**config.mk**
```make
export PLATFORM = sky130hd
export DESIGN_NAME = fib_sequence_monitor
export DESIGN_NICKNAME = d
export VERILOG_FILES = /design/src/rtl/fib_sequence_monitor.sv
export SDC_FILE = /design/constraint.sdc
export NUM_CORES = 1
export LEC_CHECK = 0
export ABC_AREA = 1
export BUFFER_PORTS_ARGS = -buffer_cell sky130_fd_sc_hd__buf_4
export CAP_MARGIN = 20
export CORE_MARGIN = 2
export CORE_UTILIZATION = 25
export DETAILED_ROUTE_END_ITERATION = 12
export PLACE_DENSITY = 0.4
export SYNTH_ARGS = -nofsm -noshare
export SYNTH_HDL_FRONTEND = slang
export SYNTH_SLANG_ARGS = --single-unit
```
**constraint.sdc**
```tcl
create_clock -name clk -period 6.2 [get_ports clk]
set_input_delay 0.62 -clock clk [delete_from_list [all_inputs] [get_ports clk]]
set_output_delay 0.62 -clock clk [all_outputs]
set_load 0.05 [all_outputs]
```
**src/rtl/fib_sequence_monitor.sv**
```systemverilog
// Checks an 8-bit Fibonacci stream (0,1,1,...,MAX_TERM,0,...) against its recurrence.
// It also reports per-period length and sum, and counts sequence errors, resynchronising on its own.
module fib_sequence_monitor #(
  parameter int unsigned MAX_TERM = 233,
  parameter int unsigned EXP_LEN  = 14
) (
  input  logic        clk,
  input  logic        reset,
  input  logic        in_valid,
  input  logic [7:0]  number,
  output logic        seq_ok,
  output logic        err_pulse,
  output logic [7:0]  err_count,
  output logic        period_done,
  output logic        len_ok,
  output logic [4:0]  last_len,
  output logic [11:0] last_sum,
  output logic [15:0] period_count
);

  typedef enum logic [1:0] {IDLE, SEED1, RUN} state_e;

  state_e      state_q, state_d;
  logic [7:0]  prev1_q, prev1_d, prev2_q, prev2_d;
  logic [4:0]  cur_len_q, cur_len_d;
  logic [11:0] cur_sum_q, cur_sum_d;
  logic        seq_ok_q, seq_ok_d, err_pulse_q, err_pulse_d;
  logic [7:0]  err_count_q, err_count_d;
  logic        period_done_q, period_done_d, len_ok_q, len_ok_d;
  logic [4:0]  last_len_q, last_len_d;
  logic [11:0] last_sum_q, last_sum_d;
  logic [15:0] period_count_q, period_count_d;

  logic [8:0]  expected;
  logic [12:0] sum_add;
  logic [4:0]  len_inc;
  logic [11:0] sum_sat;
  logic        is_match, is_wrap, err;

  // Nine bits so that 144+233 cannot alias onto a legal 8-bit term.
  assign expected = {1'b0, prev2_q} + {1'b0, prev1_q};
  assign sum_add  = {1'b0, cur_sum_q} + {5'd0, number};
  assign sum_sat  = sum_add[12] ? 12'hFFF : sum_add[11:0];
  assign len_inc  = (cur_len_q == 5'd31) ? 5'd31 : cur_len_q + 5'd1;
  assign is_match = (expected <= 9'(MAX_TERM)) && (number == expected[7:0]);
  assign is_wrap  = (number == 8'd0) && (prev1_q == 8'(MAX_TERM));

  always_comb begin
    // NOTE: every _d gets a default first so no path leaves a signal unassigned (no latches).
    state_d        = state_q;
    prev1_d        = prev1_q;
    prev2_d        = prev2_q;
    cur_len_d      = cur_len_q;
    cur_sum_d      = cur_sum_q;
    seq_ok_d       = seq_ok_q;
    err_count_d    = err_count_q;
    len_ok_d       = len_ok_q;
    last_len_d     = last_len_q;
    last_sum_d     = last_sum_q;
    period_count_d = period_count_q;
    err_pulse_d    = 1'b0;
    period_done_d  = 1'b0;
    err            = 1'b0;

    if (in_valid) begin
      unique case (state_q)
        IDLE: begin
          seq_ok_d = 1'b0;
          if (number == 8'd0) begin
            prev1_d   = 8'd0;
            cur_len_d = 5'd1;
            cur_sum_d = 12'd0;
            state_d   = SEED1;
          end
        end
        SEED1: begin
          seq_ok_d = 1'b0;
          if (number == 8'd1) begin
            prev2_d   = 8'd0;
            prev1_d   = 8'd1;
            cur_len_d = 5'd2;
            cur_sum_d = 12'd1;
            state_d   = RUN;
          end else begin
            err = 1'b1;
            if (number == 8'd0) begin
              prev1_d   = 8'd0;
              cur_len_d = 5'd1;
              cur_sum_d = 12'd0;
            end else begin
              state_d = IDLE;
            end
          end
        end
        RUN: begin
          if (is_match) begin
            prev2_d   = prev1_q;
            prev1_d   = number;
            cur_len_d = len_inc;
            cur_sum_d = sum_sat;
            seq_ok_d  = 1'b1;
          end else begin
            seq_ok_d = 1'b0;
            if (is_wrap) begin
              period_done_d  = 1'b1;
              last_len_d     = cur_len_q;
              last_sum_d     = cur_sum_q;
              len_ok_d       = (cur_len_q == 5'(EXP_LEN));
              period_count_d = period_count_q + 16'd1;
            end else begin
              err = 1'b1;
            end
            // A zero always starts a new period, whether it closed one cleanly or not.
            if (number == 8'd0) begin
              prev1_d   = 8'd0;
              cur_len_d = 5'd1;
              cur_sum_d = 12'd0;
              state_d   = SEED1;
            end else begin
              state_d = IDLE;
            end
          end
        end
        default: state_d = IDLE;
      endcase

      if (err) begin
        err_pulse_d = 1'b1;
        seq_ok_d    = 1'b0;
        if (err_count_q != 8'hFF) err_count_d = err_count_q + 8'd1;
      end
    end
  end

  always_ff @(posedge clk) begin
    // NOTE: non-blocking assignments so every register samples pre-edge values.
    if (reset) begin
      state_q        <= IDLE;
      prev1_q        <= '0;
      prev2_q        <= '0;
      cur_len_q      <= '0;
      cur_sum_q      <= '0;
      seq_ok_q       <= 1'b0;
      err_pulse_q    <= 1'b0;
      err_count_q    <= '0;
      period_done_q  <= 1'b0;
      len_ok_q       <= 1'b0;
      last_len_q     <= '0;
      last_sum_q     <= '0;
      period_count_q <= '0;
    end else begin
      state_q        <= state_d;
      prev1_q        <= prev1_d;
      prev2_q        <= prev2_d;
      cur_len_q      <= cur_len_d;
      cur_sum_q      <= cur_sum_d;
      seq_ok_q       <= seq_ok_d;
      err_pulse_q    <= err_pulse_d;
      err_count_q    <= err_count_d;
      period_done_q  <= period_done_d;
      len_ok_q       <= len_ok_d;
      last_len_q     <= last_len_d;
      last_sum_q     <= last_sum_d;
      period_count_q <= period_count_d;
    end
  end

  assign seq_ok       = seq_ok_q;
  assign err_pulse    = err_pulse_q;
  assign err_count    = err_count_q;
  assign period_done  = period_done_q;
  assign len_ok       = len_ok_q;
  assign last_len     = last_len_q;
  assign last_sum     = last_sum_q;
  assign period_count = period_count_q;

endmodule

```
==> results of run 1 <==
[per-stage QoR]
| stage | cells | hold slack, ns | worst slack (ns) | power [uW] | instance area (um^2) |
|---|---|---|---|---|---|
| after floorplan | 826 | 0.449 | 3.67 | 626 | 5290 |
| after detailed placement | 1130 | 0.461 | 2.90 | 666 | 5920 |
| after CTS | 1146 | 0.471 | 2.89 | 1190 | 6190 |
| after global routing | 1147 | 0.508 | 2.42 | 1230 | 6220 |
| after global placement | 1130 | 0.459 | 2.98 | 667 | 5920 |
| final | 1147 | 0.469 | 2.85 | 1170 | 6220 |
[registers in the layout, summed over array words and instances, names as in the netlist]
name and count:
err_pulse 1, state_q 2, last_sum 12, len_ok 1, last_len 5, seq_ok 1, err_count 8, period_count 16
period_done 1, prev1_q 8, cur_sum_q 12, prev2_q 8, cur_len_q 5
[logic make-up (layout without fill, tap and decap cells)]
kind of cell,Yosys count,in the layout,share of synthesized area [%]
buf+inv,137,183,10.6
flops,80,80,30.3
xor+xnor,12,12,1.99
simple gates,378,378,31.1
compound gates,193,193,19.6
fa+ha+maj,26,26,6.44
[metal layers]
layer | share of wire [%] | wire length, um | up-vias | GRT usage, %
met3 | 2.7 | 466 | 18 | 1.95
met2 | 46 | 7970 | 82 | 26.5
li1 | - | - | 2800 | -
met1 | 49 | 8400 | 2475 | 20.9
met4 | 1.9 | 331 | 0 | 5.86
met5 | 0 | 0 | - | 0
[path summary, 6_finish.rpt]
path	from	endpoint	depth (start not counted)
worst max-delay path	prev1_q[0]	prev2_q[1]	16
worst max register to register	prev1_q[0]	prev2_q[1]	16
worst min register to register	len_ok	len_ok	2
worst min-delay path	len_ok	len_ok	2
[worst max-delay path, stage by stage (launching register included)]
cell     delay [ns]
dfxtp_1        0.41
ha_1           0.22
inv_1          0.06
fa_1           0.40
inv_1          0.14
nand2_1        0.09
nand2_1        0.07
nand3_1        0.08
nand2_1        0.10
nand2_1        0.05
nand2_1        0.10
nand3_1        0.11
nor2_2         0.16
nand4_1        0.41
nor2_1         0.63
a22oi_1        0.14
nor2_1         0.12
[cells in the final DEF, fill, tap and decap left out, types with 2 or more instances in the layout]
cell       Yosys  routed
o21ai_0       65      65
clkbuf_16      0       9
a31oi_1        6       6
a22oi_1        5       5
o211ai_1       4       4
clkinv_2       0       3
fa_1           2       2
o21bai_1       5       5
buf_4          4      59
nor2_1        89      89
nand3_1       53      53
nand2_1      182     182
nand3_2        2       2
nor2_2         3       3
a21oi_1       87      87
xor2_1        10      10
nand2_4        2       2
nand2_2        3       3
nand4_1       15      15
dfxtp_1       80      80
inv_2          3       3
a211oi_1       3       3
nor3_1        18      18
a21oi_2        4       4
nor4_1         5       5
xnor2_1        2       2
inv_1        103     103
ha_1          24      24
o21ai_1       12      12
[cell type report]
cell class              count  area (um^2)
clock inverters             5         31.3
flip-flops and latches     80         1600
multi-input cells         609         3120
fillers                  2346        14700
well taps                 275          344
repair buffers             60          470
inverters                 107          404
clock buffers              11          243
[power breakdown]
group | switching, uW | internal [uW]
clock network | 236 | 282
registers | 11.3 | 522
logic | 81.2 | 41.1
[cells in the mapped netlist (2+ instances only)]
cell type / n / area share, %
nand4_1: 15 / 1.8
nand3_1: 53 / 5.0
nand2_2: 3 / 0.36
o211ai_1: 4 / 0.57
o21ai_1: 12 / 1.1
nor4_1: 5 / 0.59
a22oi_1: 5 / 0.71
nand2_1: 182 / 13
o21ai_0: 65 / 6.2
buf_6: 3 / 0.64
nand3_2: 2 / 0.38
inv_1: 103 / 7.3
nor3_1: 18 / 1.7
buf_4: 4 / 0.57
fa_1: 2 / 0.76
xor2_1: 10 / 1.7
nor2_2: 3 / 0.36
buf_2: 5 / 0.47
nand2_4: 2 / 0.43
inv_2: 3 / 0.21
a21oi_1: 87 / 8.2
nor2_1: 89 / 6.3
ha_1: 24 / 5.7
a31oi_1: 6 / 0.71
dfxtp_1: 80 / 30
a21oi_2: 4 / 0.66
o21bai_1: 5 / 0.71
a211oi_1: 3 / 0.43
clkbuf_1: 18 / 1.3
xnor2_1: 2 / 0.33
==> summary.txt, run 1 <==
Status
  – Status: finished, final reports clean

Clock tree
  – Post-CTS Resized: 0
  – Clk slew on worst S/H paths: 0.06 ns
  – CTS tree: yes
  – Root buffer cell: clkbuf_16
  – Clock Tree Buf Depth: 2
  – Setup bufs post-CTS: 0
  – Clock sinks: 80
  – Worst-Skew Late Latency: roughly 0.35 ns
  – CTS buffer count: 9
  – Cts hold-fix bufs: 0
  – H-tree levels: 3

Die
  – Total core area: roughly 0.021 mm^2
  – Die height: ~150 um
  – Row cnt: 53
  – Die footprint: approximately 0.022 mm^2
  – Starting Density: between 20 and 30%
  – I/O Pins: 56
  – Die W: between 100 and 150 um

GRT
  – Congestion Overflow GR: 0
  – Initial antenna violation count: 0
  – Largest net degree at the start of global routing: 38
  – Vias in the first global route: between 5000 and 6000
  – First-pass GRT wire length: between 20000 and 30000 um
  – All-Layer GR Usage: between 10% and 20%

Routing
  – Drt total wl: about 17000 um
  – DRC marker count from the first detailed-route iteration: approximately 290
  – Vias: around 5400
  – Drc violations: 0
  – Vias per cell: between 4 and 5
  – DR WL/cell: 15.0 um
  – Final ANT Viol Nets: 0
  – TritonRoute pass-1 iters: 5

Worst setup path
  – CP arrival: 3.63 ns
  – Setup CP Type: reg -> reg
  – CP Data Required Time: about 6.5 ns
  – CP Max Fanout: 11
  – CP Launch Type: register
  – Reg2reg setup slack: between 2 and 3 ns
  – CP endpoint kind: register

Timing
  – Worst slew pin tran: slightly below 0.9 ns
  – Highest Clock Rate: 0.298 GHz
  – Setup-failing EPs final: 0
  – Clock skew: between 0.007 and 0.008 ns
  – Unrepaired setup endpoints after global routing: no
  – Period minus WS final: ~3.4 ns
  – Tcrit/Tclk final: between 50 and 60%
  – Final hold vios: 0
  – Post-route setup TNS: 0 ns
  – Final slew viol count: 0
  – Rel. slew slack: roughly two fifths

Place
  – Routability cong.: about 0.8
  – Port bufs: 55
  – Dpl hpwl: approximately 12000 um

Synthesis
  – Syn Area/Cell: around 6.4 um^2
  – Synth Cell Area: roughly 0.0053 mm^2
  – Sequential area share after synthesis: a little under a third
  – Ys async rst share: 0%
  – Cells after synthesis: 826
  – Syn nets: between 800 and 900
  – Ys Warns: 0
  – EDFF count, synth: 0
  – Distinct cells, synth: 39
  – Count of state elements after synthesis: 80
  – Ys flop type: dfxtp_1

Power
  – Peak VDD IR: 0.000139 V
  – P per Cell Area: 189 mW/mm^2
  – Leakage: approximately 0.0027 uW

Finish
  – Layout cells sized above 1: 11.4%
  – Final core occ: approximately 30%
  – # nets final: 904
  – Area delta synth->final: 17.6%
  – Antenna fix cells: 0

Job
  – Max-cap violations: 0

Min path
  – Hold WC Path Type: reg -> reg
(Power assumes the default switching activity.)
==> run 2, diff against run 1 <==
--- a/config.mk
+++ b/config.mk
@@ -11,7 +11,7 @@
 export CORE_MARGIN = 2
 export CORE_UTILIZATION = 25
 export DETAILED_ROUTE_END_ITERATION = 12
-export PLACE_DENSITY = 0.4
+export PLACE_DENSITY = 0.41
 export SYNTH_ARGS = -nofsm -noshare
 export SYNTH_HDL_FRONTEND = slang
 export SYNTH_SLANG_ARGS = --single-unit
==> constraint.sdc (replaced) <==
create_clock -name clk -period 2.8 [get_ports clk]
set_input_delay 0.28 -clock clk [delete_from_list [all_inputs] [get_ports clk]]
set_output_delay 0.28 -clock clk [all_outputs]
set_load 0.05 [all_outputs]
==> run 2 against run 1 <==
Against the previous run:
- die area unchanged
- worst setup slack lost 2.8 ns
- clock-buffer cell count shrank 1
- design area rose by 10%
- sequential power grew 120%
- core utilization is 3.0 points higher
- register-to-register slack worse by 2.8 ns
- total power grew 130%
- wire length decreased by 0.49%
- combinational power rose to 2.6 times the previous value
- critical endpoint is now cur_sum_q[4]
- highest routed layer unchanged
==> summary.txt, run 2 (same netlist as run 1, synthesis figures left out) <==
Power
  – Peak VDD IR: 0.000265 V
  – Comb power frac: 11.4%
  – Internal power: ~2000 uW
  – Leakage: 0.00294 uW
  – Sw frac: 27.4%
  – Seq pwr share: a little over two fifths
  – Sw Pwr: around 750 uW
  – Clk pwr share: approximately 46%
  – P per Cell Area: 400 mW/mm^2

Routing
  – TritonRoute pass-1 iters: 5
  – DRC marker count from the first detailed-route iteration: 260
  – Final ANT Viol Nets: 0
  – Vias: 5517
  – Drc violations: 0
  – Vias per cell: 4.62
  – Drt total wl: between 15000 and 20000 um
  – DR WL/cell: between 10 and 15 um

Clock tree
  – Clock Tree Buf Depth: 2
  – Worst-Skew Late Latency: ~0.35 ns
  – Cts hold-fix bufs: 0
  – CTS tree: yes
  – CTS buffer count: 9
  – Clock sinks: 80
  – H-tree levels: 3
  – Root buffer cell: clkbuf_16
  – Clk slew on worst S/H paths: 0.06 ns

Worst setup path
  – R2R depth: 20
  – Largest delay contributor family on the critical path: simple AND/OR/NAND/NOR gates
  – Worst path bufs/invs: 5
  – Setup CP Type: reg -> reg
  – CP arrival: between 3 and 4 ns
  – FF-to-FF End: cur_sum_q[4]
  – CP endpoint kind: register
  – CP Data Required Time: between 3 and 4 ns
  – CP Launch Type: register
  – Crit path top cell by count: nand2_1
  – CP Max Fanout: 7
  – Worst path slowest cell: fa_2
  – Reg2reg setup slack: 0.009 ns
  – Max incr delay on CP: ~0.47 ns
  – Worst r2r src: prev2_q[0]
  – CP cell instances: ha_4 > inv_2 > fa_2 > nand2_1 > inv_1 > nor2_2 > nand3_2 > nor2_1 > nand2_1 > inv_1 > nand3_2 > nor2_4 > nand3_4 > nor2_4 > buf_12 > clkbuf_16 > o21ai_1 > nand2_1 > nand2_1 > a21oi_2

Job
  – Max-cap violations: 0

Finish
  – # nets final: 950
  – Antenna fix cells: 0
  – Post-Layout Inst Area: between 0.006 and 0.007 mm^2
  – Layout cells sized above 1: 19.4%
  – Largest register FFs: 16
  – Post-route insts no fill: around 1200
  – Commonest non-fill, non-tap cell in the layout: nand2_1
  – Area delta synth->final: 29.5%
  – Commonest non-fill, non-tap cells in the layout: 180 x nand2_1, 101 x inv_1, 96 x buf_4, 85 x nor2_1, 81 x a21oi_1

Min path
  – Hold WC Path Type: in -> reg
  – Hold Path Stages: 3
  – Min-delay src: in_valid
  – Hold EP: period_count[15]

Timing
  – Final slew viol count: 0
  – Clock skew: between 0.007 and 0.008 ns
  – Setup-failing EPs final: 0
  – Unrepaired setup endpoints after global routing: yes
  – Worst slew pin tran: approximately 0.76 ns
  – Final hold vios: 0
  – WHS: about 0.30 ns
  – Rel. slew slack: between 40 and 50%
  – Highest Clock Rate: ~0.36 GHz
  – Post-route setup TNS: 0 ns
  – Period minus WS final: between 2 and 3 ns
  – Tcrit/Tclk final: around 100%

Die
  – Die height: 149 um
  – Die W: between 100 and 150 um
  – Die footprint: ~0.022 mm^2
  – Total core area: roughly 0.021 mm^2
  – Row cnt: 53
  – I/O Pins: 56
  – Starting Density: around a quarter

GRT
  – Vias in the first global route: between 5000 and 6000
  – First-pass GRT wire length: approximately 28000 um
  – All-Layer GR Usage: ~16%
  – Congestion Overflow GR: 0
  – Initial antenna violation count: 0
  – Largest net degree at the start of global routing: 33

Place
  – Port bufs: 55
  – Routability cong.: ~0.83
  – Placed cells: about 1200
  – Area post-placement: approximately 0.0062 mm^2
  – Dpl hpwl: approximately 13000 um

Status
  – Status: finished, final reports clean
-- run 2: area by class of cell --
class                   count  area [um^2]
clock buffers              10          239
well taps                 275          344
multi-input cells         609         3280
clock inverters             6         66.3
inverters                 107          412
fillers                  2335        14000
repair buffers            106          898
flip-flops and latches     80         1600
-- run 2: power by group through the flow --
stage                     Clock [uW]  Sequential (uW)  Combinational [uW]
final                           1250             1170                 312
after global routing            1340             1180                 351
after CTS                       1290             1170                 298
after detailed placement           0             1200                 295
after global placement             0             1200                 299
after floorplan                    0             1200                 189
-- run 2: how the worst max path moves through the flow --
stage | depth (start not counted) | start | end | slack, ns
after global routing | 20 | prev2_q[0] | cur_sum_q[9] | -0.16
final | 20 | prev2_q[0] | cur_sum_q[4] | 0.009
after global placement | 17 | prev1_q[0] | prev2_q[5] | 0.02
after CTS | 18 | prev2_q[0] | last_len[1] | 0.02
after detailed placement | 19 | prev2_q[0] | last_sum[4] | -0.008
after floorplan | 18 | prev1_q[0] | last_len[0] | 0.27
-- run 2: what timing repair did --
item,in CTS,in global routing
setup endpoints to repair,17,77
gates cloned,0,1
resized for setup,1,60
buffers inserted,2,5
pin swaps,1,19
-- run 2: metrics by stage --
step	power, uW	worst slack (ns)	util, %
CTS	2760	0.0161	31.4
global route	2870	-0.156	32.8
global placement	1500	0.0241	29.8
detailed placement	1500	-0.00753	29.8
finish	2740	0.00853	32.8
floorplan	1390	0.274	-
-- run 2: layer usage --
metal | track usage [%] | part of all wire, % | up-vias
met5 | 0 | 0 | -
met4 | 4.86 | 1.6 | 0
met3 | 2.32 | 2.6 | 15
met2 | 26.1 | 46 | 78
met1 | 21.1 | 49 | 2526
li1 | - | - | 2898
-- run 2: worst reg2reg max path: cells and delay by family, from the launching register on --
| family | cells | cell delay (ns) |
|---|---|---|
| AND/OR/NAND/NOR | 11 | 1.15 |
| adder cells (fa/ha/maj) | 2 | 0.63 |
| buffers and inverters | 5 | 0.42 |
| flip-flops | 1 | 0.33 |
| AO/OA/AOI/OAI | 2 | 0.20 |
==> run 3, diff against run 2 <==
--- a/config.mk
+++ b/config.mk
@@ -12,6 +12,7 @@
 export CORE_UTILIZATION = 25
 export DETAILED_ROUTE_END_ITERATION = 12
 export PLACE_DENSITY = 0.41
+export RECOVER_POWER = 100
 export SYNTH_ARGS = -nofsm -noshare
 export SYNTH_HDL_FRONTEND = slang
 export SYNTH_SLANG_ARGS = --single-unit
==> run 3 against run 2 <==
Against the previous run:
- clock power about the same
- total power is essentially flat
- critical path type unchanged
- register-to-register slack about the same
- flip-flop and latch count unchanged
- clock skew up 0.00059 ns
- highest routed layer unchanged
- largest power group unchanged
- non-clock buffer count stayed put
==> summary.txt, run 3 (same netlist as run 1, synthesis figures left out) <==
Status
  – Status: finished, final reports clean

Timing
  – Worst slew pin tran: around 0.76 ns
  – Clock skew: between 0.008 and 0.009 ns
  – Rel. slew slack: 49.2%
  – Post-route setup TNS: 0 ns
  – Setup WS post-layout: 0.00381 ns
  – Highest Clock Rate: around 0.36 GHz
  – Period minus WS final: 2.80 ns
  – Final slew viol count: 0
  – Final hold vios: 0
  – Setup-failing EPs final: 0
  – Tcrit/Tclk final: between 90 and 100%
  – Unrepaired setup endpoints after global routing: yes

Job
  – Max-cap violations: 0

Place
  – Dpl hpwl: 12500 um
  – Area post-placement: 0.00623 mm^2
  – Port bufs: between 50 and 60
  – Routability cong.: around 0.83
  – Pre-CTS setup slack: -0.00753 ns

Worst setup path
  – CP Max Fanout: 7
  – Setup CP Type: reg -> reg
  – CP Data Required Time: just over 3 ns
  – CP Launch Type: register
  – Reg2reg setup slack: approximately 0.0038 ns
  – CP endpoint kind: register
  – CP arrival: ~3.1 ns

Die
  – Row cnt: 53
  – I/O Pins: 56
  – Die footprint: ~0.022 mm^2
  – Starting Density: 25.3%
  – Total core area: 0.0209 mm^2
  – Die W: around 150 um
  – Die height: 149 um

Clock tree
  – Clk slew on worst S/H paths: approximately 0.07 ns
  – Worst-Skew Late Latency: 0.35 ns
  – Clock sinks: 80
  – Root buffer cell: clkbuf_16
  – CTS tree: yes
  – Clock Tree Buf Depth: 2
  – CTS buffer count: 9
  – H-tree levels: 3

Finish
  – Post-Layout Inst Area: 0.00668 mm^2
  – Commonest non-fill, non-tap cell in the layout: nand2_1
  – Layout cells sized above 1: 14.5%
  – Area delta synth->final: 26.3%
  – Commonest non-fill, non-tap cells in the layout: 180 x nand2_1, 101 x inv_1, 85 x nor2_1, 81 x a21oi_1, 78 x dfxtp_1
  – Largest register FFs: 16
  – Antenna fix cells: 0
  – Final core occ: a little under a third
  – # nets final: 950

Power
  – P per Cell Area: between 400 and 500 mW/mm^2
  – Leakage: around 0.0028 uW
  – Power, Total: ~2700 uW
  – Peak VDD IR: 0.000265 V

GRT
  – Congestion Overflow GR: 0
  – First-pass GRT wire length: 27700 um
  – Largest net degree at the start of global routing: 33
  – Vias in the first global route: 5300
  – All-Layer GR Usage: between 10% and 20%
  – Initial antenna violation count: 0

Routing
  – Drc violations: 0
  – Final ANT Viol Nets: 0
  – Vias per cell: about 4.7
  – Vias: 5552
  – TritonRoute pass-1 iters: 4
  – Drt total wl: between 15000 and 20000 um
  – DR WL/cell: approximately 14 um
  – DRC marker count from the first detailed-route iteration: between 200 and 300

Min path
  – Hold WC Path Type: in -> reg
run 3: what timing repair did:
action / in CTS / in global routing
setup buffers: 2 / 5
setup endpoints to repair: 17 / 77
pin swaps: 1 / 19
gates cloned: 0 / 1
hold buffers: 0 / 0
resized for setup: 1 / 60
run 3: power by group:
part	internal, uW	switching (uW)
combinational	112	201
clock	720	532
sequential	1160	17.7
total	1990	751
run 3: per-stage QoR:
stage / hold WS [ns] / cells
2_1_floorplan: 0.449 / 826
3_3_place_gp: 0.465 / 1168
3_5_place_dp: 0.460 / 1168
4_1_cts: 0.278 / 1186
5_1_grt: 0.289 / 1193
6_report: 0.295 / 1193
run 3: cell type report:
cell class | count | area, um^2
Timing Repair Buffer | 106 | 729
Clock inverter | 6 | 66.3
Sequential cell | 80 | 1600
Fill cell | 2359 | 14200
Clock buffer | 10 | 239
Multi-Input combinational cell | 609 | 3280
Tap cell | 275 | 344
Inverter | 107 | 412
run 3: worst paths after layout:
check | from | endpoint | cells after the start
max | prev2_q[0] | cur_sum_q[4] | 20
min | in_valid | period_count[15] | 3
max reg2reg | prev2_q[0] | cur_sum_q[4] | 20
min reg2reg | seq_ok | seq_ok | 2
run 3: critical path, stage by stage, from the launching register on:
cell and delay, ns:
dfxtp_2 0.33, ha_4 0.16, inv_2 0.05, fa_2 0.47, nand2_1 0.08, inv_1 0.04
nor2_2 0.14, nand3_2 0.08, nor2_1 0.11, nand2_1 0.06, inv_1 0.06, nand3_2 0.08
nor2_4 0.14, nand3_4 0.13, nor2_4 0.21, buf_12 0.13, clkbuf_16 0.14, o21ai_1 0.07
nand2_1 0.06, nand2_1 0.06, a21oi_2 0.13
run 3: layer usage:
metal / track usage (%) / wire length [um]
met4: 4.86 / 267
met5: 0 / 0
met3: 2.32 / 453
met2: 26.1 / 7920
met1: 21.1 / 8510
